$ cat src/rtl/tick_sched.sv
// Multi-channel trig-edge divider with a round-robin valid/ready event port.
// Optional debug edge counter is built when TICK_SCHED_DBG_EN is defined.
module tick_sched #(
  parameter int CH          = 4,
  parameter int CNT_W       = 16,
  parameter int PERIOD_INIT = 1,
  parameter int DBG_CNT     = 1024,
  localparam int CH_W       = $clog2(CH),
  localparam int DBG_W      = $clog2(DBG_CNT)
) (
  input  logic             clk,
  input  logic             rst,
  input  logic             trig,
  input  logic [CH-1:0]    cfg_en,
  input  logic             cfg_we,
  input  logic [CH_W-1:0]  cfg_ch,
  input  logic [CNT_W-1:0] cfg_period,
  output logic             ev_valid,
  output logic [CH_W-1:0]  ev_ch,
  input  logic             ev_ready,
  output logic [CH-1:0]    miss,
  output logic [DBG_W-1:0] dbg_cnt
);

  logic             last;
  logic             trig_edge;
  logic [CNT_W-1:0] period   [CH];
  logic [CNT_W-1:0] cnt      [CH];
  logic [CNT_W-1:0] last_cnt [CH];
  logic [CH_W-1:0]  cand     [CH];
  logic [CH-1:0]    pending;
  logic [CH-1:0]    fire;
  logic [CH-1:0]    we_hit;
  logic [CH-1:0]    sel_mask;
  logic [CH_W-1:0]  rr;
  logic [CH_W-1:0]  sel_idx;
  logic             sel_any;
  logic             load;

  assign trig_edge = trig ^ last;
  assign load      = !ev_valid || ev_ready;

  // A period of 0 counts as 1, so the terminal count is 0 in both cases.
  always_comb begin
    we_hit = '0;
    if (cfg_we) we_hit[cfg_ch] = 1'b1;
    for (int c = 0; c < CH; c++) begin
      last_cnt[c] = (period[c] == '0) ? '0 : period[c] - CNT_W'(1);
      fire[c]     = trig_edge && cfg_en[c] && !we_hit[c] && (cnt[c] == last_cnt[c]);
    end
  end

  // Scan from farthest to nearest after rr so the nearest pending bit wins.
  always_comb begin
    sel_any  = 1'b0;
    sel_idx  = rr;
    sel_mask = '0;
    for (int i = 0; i < CH; i++) begin
      cand[i] = CH_W'((int'(rr) + i + 1) % CH);
    end
    for (int i = CH - 1; i >= 0; i--) begin
      if (pending[cand[i]]) begin
        sel_any = 1'b1;
        sel_idx = cand[i];
      end
    end
    if (load && sel_any) sel_mask[sel_idx] = 1'b1;
  end

  always_ff @(posedge clk or posedge rst) begin
    if (rst) begin
      last    <= 1'b0;
      pending <= '0;
      miss    <= '0;
      for (int c = 0; c < CH; c++) begin
        cnt[c]    <= '0;
        period[c] <= CNT_W'(PERIOD_INIT);
      end
    end else begin
      last <= trig;
      for (int c = 0; c < CH; c++) begin
        if (we_hit[c]) period[c] <= cfg_period;
        if (!cfg_en[c] || we_hit[c]) begin
          cnt[c]     <= '0;
          pending[c] <= 1'b0;
        end else begin
          if (trig_edge) cnt[c] <= fire[c] ? '0 : cnt[c] + CNT_W'(1);
          pending[c] <= (pending[c] && !sel_mask[c]) || fire[c];
        end
      end
      miss <= pending & fire & ~sel_mask;
    end
  end

  always_ff @(posedge clk or posedge rst) begin
    if (rst) begin
      ev_valid <= 1'b0;
      ev_ch    <= '0;
      rr       <= CH_W'(CH - 1);
    end else if (load) begin
      if (sel_any) begin
        ev_valid <= 1'b1;
        ev_ch    <= sel_idx;
        rr       <= sel_idx;
      end else begin
        ev_valid <= 1'b0;
      end
    end
  end

`ifdef TICK_SCHED_DBG_EN
  (* PAP_MARK_DEBUG = "1" *) logic [DBG_W-1:0] dbg_q;

  always_ff @(posedge clk or posedge rst) begin
    if (rst) begin
      dbg_q <= '0;
    end else if (trig_edge) begin
      dbg_q <= (dbg_q == DBG_W'(DBG_CNT - 1)) ? '0 : dbg_q + DBG_W'(1);
    end
  end

  assign dbg_cnt = dbg_q;
`else
  assign dbg_cnt = '0;
`endif

endmodule
$ cat config.mk
export PLATFORM = sky130hd
export DESIGN_NAME = tick_sched
export DESIGN_NICKNAME = d
export VERILOG_FILES = /design/src/rtl/tick_sched.sv
export SDC_FILE = /design/constraint.sdc
export NUM_CORES = 1
export LEC_CHECK = 0
export BUFFER_PORTS_ARGS = -buffer_cell sky130_fd_sc_hd__buf_2
export CORE_ASPECT_RATIO = 1.1
export CORE_MARGIN = 5
export CORE_UTILIZATION = 40
export DETAILED_ROUTE_END_ITERATION = 10
export SLEW_MARGIN = 15
export SYNTH_ARGS = -nofsm -noshare
export SYNTH_HDL_FRONTEND = slang
export SYNTH_SLANG_ARGS = --single-unit
$ cat constraint.sdc
create_clock -name clk -period 4.2 [get_ports clk]
set_clock_uncertainty 0.15 [all_clocks]
set_input_delay 0.42 -clock clk [delete_from_list [all_inputs] [get_ports clk]]
set_output_delay 0.42 -clock clk [all_outputs]
set_load 0.05 [all_outputs]
==> results.json <==
{
  "cts_buffers": 17,
  "r2r_end": "cnt[21]",
  "ant_nets": 0,
  "slowest_stage": "nor3b_2",
  "ys_types": 86,
  "nNetsFinal": 1151,
  "p_per_area_mw_per_mm2": 383,
  "final_common_cell": "nand2_1",
  "arrival_ps": 3900,
  "dieArea_mm2": 0.0277,
  "post_drt_via_cell_ratio": 5.87,
  "hold_violations": 0,
  "drc": 0,
  "io_pins": 44,
  "worstPathMaxFanout": 19,
  "final_cells": 1438,
  "seq_area_frac_synth_pct": 36.4,
  "first_global_vias": 7931,
  "die_w_um": 159,
  "drive_above_1_share_pct": 16.4,
  "drv_slew": 0,
  "async_flop_share_pct": 100,
  "rrSetupSlack_ps": 470,
  "area_growth_pct": 9.85,
  "min_path_type": "input pin to flip-flop",
  "reg2regPathDepth": 10,
  "syn_avg_cell_area_um2": 8.81,
  "p_leak_nw": 4.26,
  "crit_path_max_incr_delay_ps": 530,
  "synth_edf_count": 0,
  "outcome": "finished, final reports clean",
  "synth_cells": 1112,
  "place_congestion": 0.882,
  "mostFrequentLayoutCells": "nand2_1 (144), dfrtp_1 (136), nor2_1 (78), nand3_1 (62), xnor2_1 (59)",
  "fmax_ghz": 0.268,
  "clkLatencyLatePin_ps": 430,
  "grt_usage_pct": 18.2,
  "cts_num_sinks": 142,
  "cts_buffer_depth": 2,
  "io_buffers": 33,
  "antenna_found_initial": 0,
  "min_path_cells": 2,
  "drt_pass1_iterations": 5,
  "core-area_mm2": 0.0243,
  "clkSlewWorstSetupHoldPaths_ps": 70,
  "hpwlAfterDp_um": 18700,
  "start_util_pct": 40.3,
  "required_ps": 4370,
  "cp_top_family": "simple AND/OR/NAND/NOR gates",
  "cts_root_buf": "clkbuf_16",
  "path_class": "flip-flop to flip-flop",
  "rows": 60,
  "post-cts-setup-buffers": 0,
  "setup-violations-final": 0,
  "setup_tns_ps": 0,
  "die_y_um": 174,
  "netlist.area_leader.share_pct": 34.7,
  "wl_um": 25900,
  "synth-seq-cells": 142,
  "crit_path_start_kind": "flip-flop",
  "dp_cells": 1405,
  "ctsHtreeMaxLevel": 4,
  "synthTopCellsByArea": "dfrtp_1 (35%), nand2_1 (5.5%), mux2_2 (5.5%)",
  "ys.flop_type": "dfrtp_1",
  "synth-warning-count": 0,
  "hold_end": "ev_valid",
  "finalCritPeriodShare_pct": 88.7,
  "relSlewSlack_pct": 27.4,
  "diodes": 0,
  "worstMarginPinSlew_ps": 1080,
  "path_cells": "inv_1, ha_1, nor3b_2, nand4_1, or3_1, a2111oi_2, nand4_2, nand2_2, o21ai_0, a21bo_2",
  "cts_tree": "built",
  "peakVddDrop_uv": 264,
  "r2r-start": "period[16]",
  "grt_overflow": 0,
  "routedWlPerCell_um": 18.0,
  "grt_first_pass_wirelength_um": 41800,
  "synthesis.area_mm2": 0.00980,
  "n_fill_cell": 2434,
  "yosysTopAreaCell": "dfrtp_1",
  "hp-start": "ev_ready",
  "rsz0062_at_grt": "no",
  "cp_num_buf_inv": 1,
  "first_iter_violations": 636,
  "cap_violations": 0,
  "grt_max_degree": 75,
  "end_kind": "flip-flop",
  "vias": 8445,
  "fin_crit_ps": 3730
}
[kinds of logic after synthesis]
group / Yosys count / share of synthesized area [%]
and+or+nand+nor: 500 / 27.8
AOI/OAI and AO/OA: 210 / 15.4
DFF: 142 / 36.4
buffers and inverters: 106 / 4.80
xor gates and xnor gates: 82 / 7.47
muxes: 63 / 7.05
adders and majority gates: 8 / 1.02
other: 1 / 0.0383
[report_power, final]
group / total, mW / internal (mW) / switching (mW)
clock network: 1.48 / 0.847 / 0.637
logic: 0.907 / 0.401 / 0.507
registers: 1.73 / 1.49 / 0.236
total: 4.12 / 2.74 / 1.38
[routing by layer]
layer | track usage (%) | routed length [um]
met1 | 25.3 | 12200
met2 | 28.7 | 11900
met3 | 3.08 | 1030
met4 | 6.51 | 709
met5 | 0 | 0
[worst max-delay path by stage]
stage              end  cells past startpoint  startpoint
2_1_floorplan  cnt[55]                     12  period[48]
3_3_place_gp   cnt[21]                     10  period[17]
3_5_place_dp   cnt[11]                     11   period[0]
4_1_cts        cnt[11]                     11   period[1]
5_1_grt        cnt[28]                     11  period[17]
6_report       cnt[21]                     10  period[16]
[cells in the mapped netlist, types with 10 or more instances]
library cell and instances:
xor2_1 22, a21oi_1 27, mux2_2 48, nor3_1 34, dfrtp_1 136, nand3_1 62, or4_1 13, xnor2_1 59
o311ai_0 12, nand4_1 35, buf_4 10, mux2i_1 15, or3_1 13, clkbuf_1 46, nand2_1 144, or2_2 12
o21ai_0 47, inv_1 31, and3_1 14, a31oi_1 12, nor4_1 25, nor2_1 78
[state kept, by name (all words and copies together) (netlist names)]
| name | cells |
|---|---|
| pending | 4 |
| ev_valid | 1 |
| last | 1 |
| miss | 4 |
| ev_ch | 2 |
| rr | 2 |
| period | 64 |
| cnt | 64 |
[through the flow]
| stage | power [mW] | setup WS (ps) | hold slack [ps] | utilization [%] | area, um2 |
|---|---|---|---|---|---|
| floorplan | 2.42 | 1060 | 301 | - | 9830 |
| global placement | 2.64 | 546 | 332 | 41.8 | 10200 |
| detailed placement | 2.65 | 474 | 327 | 41.8 | 10200 |
| CTS | 4.15 | 484 | 52.9 | 44.2 | 10800 |
| global route | 4.33 | 60.0 | 73.3 | 44.2 | 10800 |
| finish | 4.12 | 473 | 55.9 | 44.2 | 10800 |
[area by class of cell]
type / count / area [um2] / share of cell area (%)
clock buffers: 19 / 453 / 4.21
clock inverters: 12 / 111 / 1.03
inverters: 31 / 120 / 1.12
multi-input cells: 873 / 5810 / 54.0
flip-flops and latches: 142 / 3560 / 33.1
well taps: 310 / 388 / 3.60
repair buffers: 51 / 318 / 2.95
[timing repair]
action / CTS / global route
resized for setup: 0 / 0
hold endpoints to repair: 28 / 0
endpoints found under the setup margin: 0 / 0
hold buffers: 2 / 0
Power figures use the tool's default switching activity.
